### config.mk
export PLATFORM = sky130hd
export DESIGN_NAME = req_encoder8to3
export DESIGN_NICKNAME = d
export VERILOG_FILES = /design/src/rtl/req_enc_pkg.sv /design/src/rtl/sync_2ff.sv /design/src/rtl/req_encoder8to3.sv
export SDC_FILE = /design/constraint.sdc
export NUM_CORES = 1
export LEC_CHECK = 0
export BUFFER_PORTS_ARGS = -buffer_cell sky130_fd_sc_hd__buf_2
export CAP_MARGIN = 40
export CORE_MARGIN = 3
export CORE_UTILIZATION = 55
export CTS_BUF_LIST = sky130_fd_sc_hd__clkbuf_8 sky130_fd_sc_hd__clkbuf_16
export DETAILED_ROUTE_END_ITERATION = 7
export HOLD_SLACK_MARGIN = 0.03
export PLACE_DENSITY = 0.86
export SYNTH_ARGS = -nofsm -noshare
export SYNTH_HDL_FRONTEND = slang
export SYNTH_SLANG_ARGS = --single-unit
### constraint.sdc
create_clock -name clk -period 2.83 [get_ports clk]
set_clock_uncertainty 0.1 [all_clocks]
set_input_delay 0.7075 -clock clk [delete_from_list [all_inputs] [get_ports clk]]
set_output_delay 0.7075 -clock clk [all_outputs]
set_load 0.01 [all_outputs]
### src/rtl/req_enc_pkg.sv
// Shared definitions for the request encoder: sizes, FSM encoding and the
// fixed-priority encoder used to pick among pending requests.
package req_enc_pkg;

    localparam int W = 3;
    localparam int N = 8;

    typedef enum logic {
        ST_IDLE = 1'b0,
        ST_HOLD = 1'b1
    } state_t;

    // Later loop iterations overwrite earlier ones, so the scan order sets the winner.
    function automatic logic [W-1:0] prio_encode(input logic [N-1:0] v, input logic msb_first);
        logic [W-1:0] idx;
        idx = '0;
        if (msb_first) begin
            for (int i = 0; i < N; i++) begin
                if (v[i]) idx = W'(i);
            end
        end else begin
            for (int i = N - 1; i >= 0; i--) begin
                if (v[i]) idx = W'(i);
            end
        end
        return idx;
    endfunction

endpackage

### src/rtl/sync_2ff.sv
// Two-flop synchroniser bringing asynchronous request lines into the clk domain.
// Each bit is synchronised independently; no cross-bit coherence is implied.
module sync_2ff #(
    parameter int WIDTH = 8
) (
    input  logic             clk,
    input  logic             rst_n,
    input  logic [WIDTH-1:0] d,
    output logic [WIDTH-1:0] q
);

    logic [WIDTH-1:0] r_s1;
    logic [WIDTH-1:0] r_s2;

    always_ff @(posedge clk or negedge rst_n) begin
        if (!rst_n) begin
            r_s1 <= '0;
            r_s2 <= '0;
        end else begin
            r_s1 <= d;
            r_s2 <= r_s1;
        end
    end

    assign q = r_s2;

endmodule

### src/rtl/req_encoder8to3.sv
// Captures eight asynchronous request lines into a sticky pending bitmap and
// issues them one at a time as 3-bit indices over a valid/ready handshake.
import req_enc_pkg::*;

module req_encoder8to3 #(
    parameter bit EDGE_MODE = 1'b1,
    parameter bit PRIO_MSB  = 1'b1
) (
    input  logic         clk,
    input  logic         rst_n,
    input  logic [N-1:0] req,
    output logic [W-1:0] code,
    output logic         valid,
    input  logic         ready,
    output logic [N-1:0] pending,
    output logic         overrun
);

    logic [N-1:0] w_s2;
    logic [N-1:0] w_rise;
    logic [N-1:0] w_set;
    logic [N-1:0] w_clr;
    logic         w_accept;

    logic [N-1:0] r_prev;
    logic [N-1:0] r_pending;
    logic         r_overrun;

    state_t       r_state;
    state_t       w_state_nxt;
    logic [W-1:0] r_code;
    logic [W-1:0] w_code_nxt;
    logic         r_valid;
    logic         w_valid_nxt;

    sync_2ff #(
        .WIDTH (N)
    ) u_sync (
        .clk   (clk),
        .rst_n (rst_n),
        .d     (req),
        .q     (w_s2)
    );

    // ---- stage: edge detect, set/clear terms
    assign w_rise   = w_s2 & ~r_prev;
    assign w_set    = EDGE_MODE ? w_rise : w_s2;
    assign w_accept = r_valid & ready;

    always_comb begin
        w_clr = '0;
        if (w_accept) w_clr[r_code] = 1'b1;
    end

    always_ff @(posedge clk or negedge rst_n) begin
        if (!rst_n) begin
            r_prev    <= '0;
            r_pending <= '0;
            r_overrun <= 1'b0;
        end else begin
            r_prev    <= w_s2;
            // A set wins over a clear on the same bit, so a re-request at accept is kept.
            r_pending <= w_set | (r_pending & ~w_clr);
            r_overrun <= EDGE_MODE & (|(w_rise & r_pending & ~w_clr));
        end
    end

    // ---- stage: issue FSM
    always_comb begin
        w_state_nxt = r_state;
        w_code_nxt  = r_code;
        w_valid_nxt = r_valid;
        case (r_state)
            ST_IDLE: begin
                w_valid_nxt = 1'b0;
                if (r_pending != '0) begin
                    w_code_nxt  = prio_encode(r_pending, PRIO_MSB);
                    w_valid_nxt = 1'b1;
                    w_state_nxt = ST_HOLD;
                end
            end
            ST_HOLD: begin
                if (ready) begin
                    w_valid_nxt = 1'b0;
                    w_state_nxt = ST_IDLE;
                end
            end
            default: begin
                w_valid_nxt = 1'b0;
                w_state_nxt = ST_IDLE;
            end
        endcase
    end

    always_ff @(posedge clk or negedge rst_n) begin
        if (!rst_n) begin
            r_state <= ST_IDLE;
            r_code  <= '0;
            r_valid <= 1'b0;
        end else begin
            r_state <= w_state_nxt;
            r_code  <= w_code_nxt;
            r_valid <= w_valid_nxt;
        end
    end

    assign code    = r_code;
    assign valid   = r_valid;
    assign pending = r_pending;
    assign overrun = r_overrun;

endmodule

==> summary.md, run 1 <==
| Metric | Value |
|---|---|
| Delay-heaviest family, CP | flip-flops |
| Routed WL | 2235 microns |
| Synth Area in Compound Gates | 12.03% |
| Min Tclk post-route | approximately 1.7 ns |
| Chip height | 54.03 microns |
| Row count | 16 |
| Power per cell area | 858.2 nW/um^2 |
| Syn Nets | 104 |
| Antenna violations before repair | 0 |
| Slowest cell delay on critical path | 0.48 ns |
| CTS resizes | 0 |
| Via count | 837 |
| Final Max Tran Viols | 0 |
| Synthesized cell area | 1269 sq um |
| HP Start | u_sync.r_s1[5] |
| Setup violators final | 0 |
| Synth Register Bits | 38 |
| Hpwl dp | 1542 microns |
| Crit path DAT | 0.94 ns |
| ANT cells | 0 |
| Critical Path Slowest Stage Cell | dfrtp_1 |
| RSZ-0062 raised after global routing | no |
| Hold Fails Final Rpt | 0 |
| CTS Hold Bufs | 0 |
| Synth warnings | 0 |
| Post-synthesis simple-gate area fraction | 11.83% |
| Tightest Pin Transition | between 0.7 and 0.8 ns |
| Commonest non-fill, non-tap cell in the layout | dfrtp_1 |
| Leak pwr | 0.6540 nW |
| Clk sinks | 38 |
| Final Net Count | 134 |
| Core box area | 2062 sq um |
| Worst Hold Class | register to register |
| Adder-cell share of the synthesized area | 0% |
| Multiplexer area fraction after synthesis | 0% |
| Layout cells sized above 1 | 26.23% |
| DRC errors left | 0 |
| CTS Buf Count | 5 |
| Mapped Cells | 93 |
| Avg Inst Size Synth | 13.64 sq um |
| Worst-path maximum fanout | 7 |
| IO Count | 24 |
| Commonest cells after routing, fill and taps aside | dfrtp_1 (38), buf_2 (23), nand2b_1 (9), nand2_1 (9), clkbuf_8 (6) |
| Crit-path cells | buf_2 |
| Final period util | 61.60% |
| Worst Path Buf+Inv | 1 |
| Largest net degree at the start of global routing | 39 |
| CTS Root Cell | clkbuf_8 |
| Largest family of logic cells by synthesized area | compound AO/OA/AOI/OAI gates |
| Status | finished clean |
| Worst-path clk slew | roughly 0.060 ns |
| Crit Path Category | register to output port |
| Port bufs | 23 |
| CP Launch Type | register |
| CTS tree | done |
| Max Cap Viol | 0 |
| Antenna-violating nets left | 0 |
| Layout Cells excl Fill | 149 |
| Placed Instances | 143 |
| Reg-to-reg critical path startpoint | pending[7] |
| Slack of the critical path | 1.087 ns |
| Number of global-route vias before repair | around 830 |
| Overall routing resource usage | 19.39% |
| Required time of the critical path | 2.02 ns |
| DR iter-0 viols | 21 |
| Pre-CTS WS | 1.002 ns |
| TritonRoute pass-1 iters | 4 |
| Max frequency | 573.7 MHz |
| Maximum clock path buffer count | 2 |
| Slew headroom | between 40% and 50% |
| Synth unique cells | 22 |
| Starting Density | between 60% and 70% |
| Post-Synth XOR/XNOR Area | 0% |
| Grt total ovfl | 0 |
| Postcts setup bufs | 0 |
| Worst skew pair latency | 0.28 ns |
| Register area share after synthesis | 74.95% |
| DR WL/cell | 15.00 microns |
| Crit path capture type | output port |
| Worst setup startpoint | code[1] |
| Die W | 54.03 microns |
| Die area | between 2000 and 3000 sq um |
| VDD IR-drop max | about 0.00057 V |
| Via/cell ratio | 5.617 |
| H-tree levels | 2 |
| First-pass GRT wire length | 3712 microns |
| RD Place Congestion | 0.8158 |
| Setup tns final | 0 ns |
| Area delta synth->final | 18.24% |
==> synth_stat cells <==
master / number / share of area [%]
nand3_2: 1 / 0.79
o22ai_1: 2 / 0.99
o21ai_0: 4 / 1.6
o21ai_1: 2 / 0.79
nor4_2: 1 / 0.99
inv_1: 4 / 1.2
o31ai_2: 1 / 0.99
o21bai_1: 1 / 0.59
nor2_1: 4 / 1.2
nand2b_1: 9 / 4.4
a21oi_1: 5 / 2.0
a31o_1: 1 / 0.69
nand2_1: 9 / 2.7
nor3_1: 2 / 0.79
or3_1: 1 / 0.49
o22a_1: 1 / 0.69
nor4_1: 1 / 0.49
o2111ai_1: 1 / 0.69
o41ai_1: 1 / 0.69
dfrtp_1: 38 / 75
a21o_1: 1 / 0.59
o31ai_1: 3 / 1.8
==> path summary, 6_finish.rpt <==
kind / to / slack, ns / cells after the start
setup reg to reg: valid / 1.31 / 3
hold reg to reg: u_sync.q[5] / 0.25 / 0
setup / recovery: code[1] / 1.09 / 1
hold / removal: u_sync.q[5] / 0.25 / 0
max in group asynchronous: u_sync.q[1] / 1.72 / 1
min in group asynchronous: code[2] / 0.40 / 1
==> metal layers <==
layer / GRT usage (%) / part of all wire (%)
met1: 22.80 / 42
met2: 29.44 / 48
met5: 0 / 0
met3: 7.756 / 6.9
met4: 12.45 / 3.0
==> cell type report <==
cell class,count,area [sq um]
fill,136,561.8
sequential,38,950.9
tap,27,33.78
clock buffer,6,82.58
multi-input combinational,51,302.8
timing repair buffer,23,115.1
inverter,4,15.01
==> sequential cells by signal, indices dropped and copies added (netlist names) <==
name,count
u_sync.r_s1,8
code,3
u_sync.q,8
valid,1
r_prev,8
pending,8
r_state,1
overrun,1
==> kinds of logic after synthesis <==
family                 Yosys count
and+or+nand+nor                 28
DFF                             38
buffers and inverters            4
AOI/OAI and AO/OA               23
==> report_power, final <==
| part | leakage [nW] | switching [mW] | internal, mW |
|---|---|---|---|
| logic | 0.195 | 0.143 | 0.0967 |
| clock network | 0.0431 | 0.158 | 0.187 |
| registers | 0.416 | 0.0872 | 0.615 |
==> stage by stage <==
stage	utilization [%]	total power, mW	area (sq um)	hold slack [ns]
final	72.75	1.288	1500	0.2468
after CTS	72.75	1.299	1500	0.2492
after global placement	68.75	0.9226	1418	0.2316
after detailed placement	68.75	0.9416	1418	0.2347
after global routing	72.75	1.370	1500	0.2616
after floorplan	-	0.8329	1269	0.2312
Note: power is estimated with default switching activity, not from simulation.
==> run 2, diff against run 1 <==
--- a/config.mk
+++ b/config.mk
@@ -8,11 +8,11 @@
 export BUFFER_PORTS_ARGS = -buffer_cell sky130_fd_sc_hd__buf_2
 export CAP_MARGIN = 40
 export CORE_MARGIN = 3
-export CORE_UTILIZATION = 55
+export CORE_UTILIZATION = 52
 export CTS_BUF_LIST = sky130_fd_sc_hd__clkbuf_8 sky130_fd_sc_hd__clkbuf_16
 export DETAILED_ROUTE_END_ITERATION = 7
 export HOLD_SLACK_MARGIN = 0.03
-export PLACE_DENSITY = 0.86
+export PLACE_DENSITY = 0.83
 export SYNTH_ARGS = -nofsm -noshare
 export SYNTH_HDL_FRONTEND = slang
 export SYNTH_SLANG_ARGS = --single-unit
==> constraint.sdc (replaced) <==
create_clock -name clk -period 1.75 [get_ports clk]
set_clock_uncertainty 0.1 [all_clocks]
set_input_delay 0.4375 -clock clk [delete_from_list [all_inputs] [get_ports clk]]
set_output_delay 0.4375 -clock clk [all_outputs]
set_load 0.01 [all_outputs]
==> summary.md, run 2 (synthesis gave the netlist of run 1 again) <==
| Metric | Value |
|---|---|
| DRC errors left | 0 (unchanged) |
| Setup violators final | 0 (unchanged) |
| Hold_ws | 0.1537 ns (-0.09312 ns) |
| Maximum clock path buffer count | 2 (unchanged) |
| Starting Density | 56.27% (-5.3 points) |
| Combinational Power Share | 17.3% (-1.3 points) |
| CTS resizes | 0 (unchanged) |
| Seq pwr share | 51.0% (-3.6 points) |
| Core box area | 2255 sq um (+9.3%) |
| Final Max Tran Viols | 0 (unchanged) |
| Worst skew pair latency | 0.28 ns (about the same) |
| Hpwl dp | 1475 microns (-4.3%) |
| Met2 GRT Util | 24.32% (-5.1 points) |
| Worst-path maximum fanout | 7 (unchanged) |
| Pwr Total | 2.225 mW (+73%) |
| ANT cells | 0 (unchanged) |
| First-pass GRT wire length | 3643 microns (-1.9%) |
| Leak pwr | 0.6824 nW (+4.3%) |
| Required time of the critical path | 1.81 ns (-0.21 ns) |
| Antenna-violating nets left | 0 (unchanged) |
| Slack of the critical path | 0.2453 ns (-0.8416 ns) |
| Worst-path clk slew | 0.07 ns (about the same) |
| Number of global-route vias before repair | 771 (-7.0%) |
| Min Tclk post-route | about 1.5 ns |
| Max Cap Viol | 0 (unchanged) |
| Overall routing resource usage | 15.96% (-3.4 points) |
| Slew headroom | 70.11% (+22 points) |
| Crit path DAT | 1.56 ns (+0.62 ns) |
| Max frequency | 664.6 MHz |
| RD Place Congestion | 0.8224 (+0.81%) |
| Crit Path Category | register to register |
| CTS Root Cell | clkbuf_8 |
| Largest net degree at the start of global routing | 21 (-46%) |
| Hold Fails Final Rpt | 0 (unchanged) |
| CTS Hold Bufs | 1 (+1) |
| Final Net Count | 136 (+1.5%) |
| Die W | 55.40 microns (+2.5%) |
| Chip height | 55.40 microns (+2.5%) |
| CTS tree | done |
| DR iter-0 viols | 11 (-48%) |
| Die area | 3069 sq um (+5.1%) |
| Slowest cell delay on critical path | 0.47 ns (about the same) |
| Worst Hold Class | input port to register |
| Area delta synth->final | 22.78% |
| Grt total ovfl | 0 (unchanged) |
| Crit-path cells | nand3_2, o21ai_0, o22ai_1, nor2_1, o2111ai_1 |
| Via count | 818 (-2.3%) |
| Tightest Pin Transition | 0.4484 ns (-0.3350 ns) |
| Routed WL | 2111 microns (-5.5%) |
| Pint | 1.575 mW (+75%) |
| Layout cells sized above 1 | 27.78% (+1.5 points) |
| CTS Buf Count | 5 (unchanged) |
| Clock power frac | 31.7% (+4.9 points) |
| M1 GR Usage | 19.37% (-3.4 points) |
| TritonRoute pass-1 iters | 4 (unchanged) |
| DR WL/cell | 13.71 microns (-8.6%) |
| Commonest cells after routing, fill and taps aside | dfrtp_1 (38), buf_2 (23), nand2b_1 (9), nand2_1 (9) |
| Sw Pwr | 649.5 uW (+67%) |
| H-tree levels | 2 (unchanged) |
| Setup tns final | 0 ns (unchanged) |
| Power per cell area | 1428 nW/um^2 (+66%) |
| Switching Share | 29.19% (-0.95 points) |
| Antenna violations before repair | 0 (unchanged) |
| VDD IR-drop max | 0.001126 V (+99%) |
| GRT busiest layer | met2 |
| Clk sinks | 38 (unchanged) |
| Final period util | 85.99% |
| Port bufs | 23 (unchanged) |
| # fillers | 170 (+25%) |
| Crit path capture type | register |
| Commonest non-fill, non-tap cell in the layout | dfrtp_1 |
| RSZ-0062 raised after global routing | no |
| Met3 usage | 7.243% (-0.51 points) |
| CP Launch Type | register |
| Status | finished clean |
| Critical Path Slowest Stage Cell | dfrtp_1 |
| Postcts setup bufs | 0 (unchanged) |
| Row count | 17 (+1) |
| IO Count | 24 (unchanged) |
| Pre-CTS WS | 0.2305 ns (-0.7715 ns) |
| Via/cell ratio | 5.312 (-5.4%) |
[run 2: worst paths after layout]
path	startpoint	endpoint	slack, ns	cells after the start
worst max-delay path	code[1]	overrun	0.25	5
worst min-delay path	req[5]	u_sync.r_s1[5]	0.15	1
worst max register to register	code[1]	overrun	0.25	5
worst min register to register	u_sync.r_s1[5]	u_sync.q[5]	0.25	0
max in group asynchronous	rst_n	r_prev[3]	0.57	3
min in group asynchronous	rst_n	code[2]	0.53	2
[run 2: cell type report]
cell class	instances	area [sq um]	share of cell area, %
clock inverter	3	40.04	2.570
clock buffer	5	68.82	4.418
timing repair buffer	25	145.1	9.317
tap	28	35.03	2.249
multi-input combinational	51	302.8	19.44
sequential	38	950.9	61.04
inverter	4	15.01	0.9639
[run 2: per-stage QoR]
stage	std cells	util, %	cell area, sq um
6_report	154	69.09	1558
5_1_grt	154	69.09	1558
4_1_cts	154	69.09	1558
3_5_place_dp	145	63.82	1439
3_3_place_gp	145	63.82	1439
2_1_floorplan	93	-	1269
[run 2: power by group through the flow]
stage | registers (mW) | clock network (mW) | logic, mW
floorplan | 1.16 | 0 | 0.191
global placement | 1.14 | 0 | 0.362
detailed placement | 1.15 | 0 | 0.378
CTS | 1.13 | 0.724 | 0.391
global route | 1.15 | 0.772 | 0.431
finish | 1.13 | 0.705 | 0.385
[run 2: metal layers]
layer  up-vias  routed length (microns)
met5         -                        0
met4         0                       44
met3         6                      150
met2        30                     1013
met1       395                      902
li1        387                        -
[run 2: critical path: cells and delay by family (launching register included)]
| kind | cells | cell delay [ns] |
|---|---|---|
| AO/OA/AOI/OAI | 3 | 0.55 |
| flip-flops | 1 | 0.47 |
| AND/OR/NAND/NOR | 2 | 0.25 |
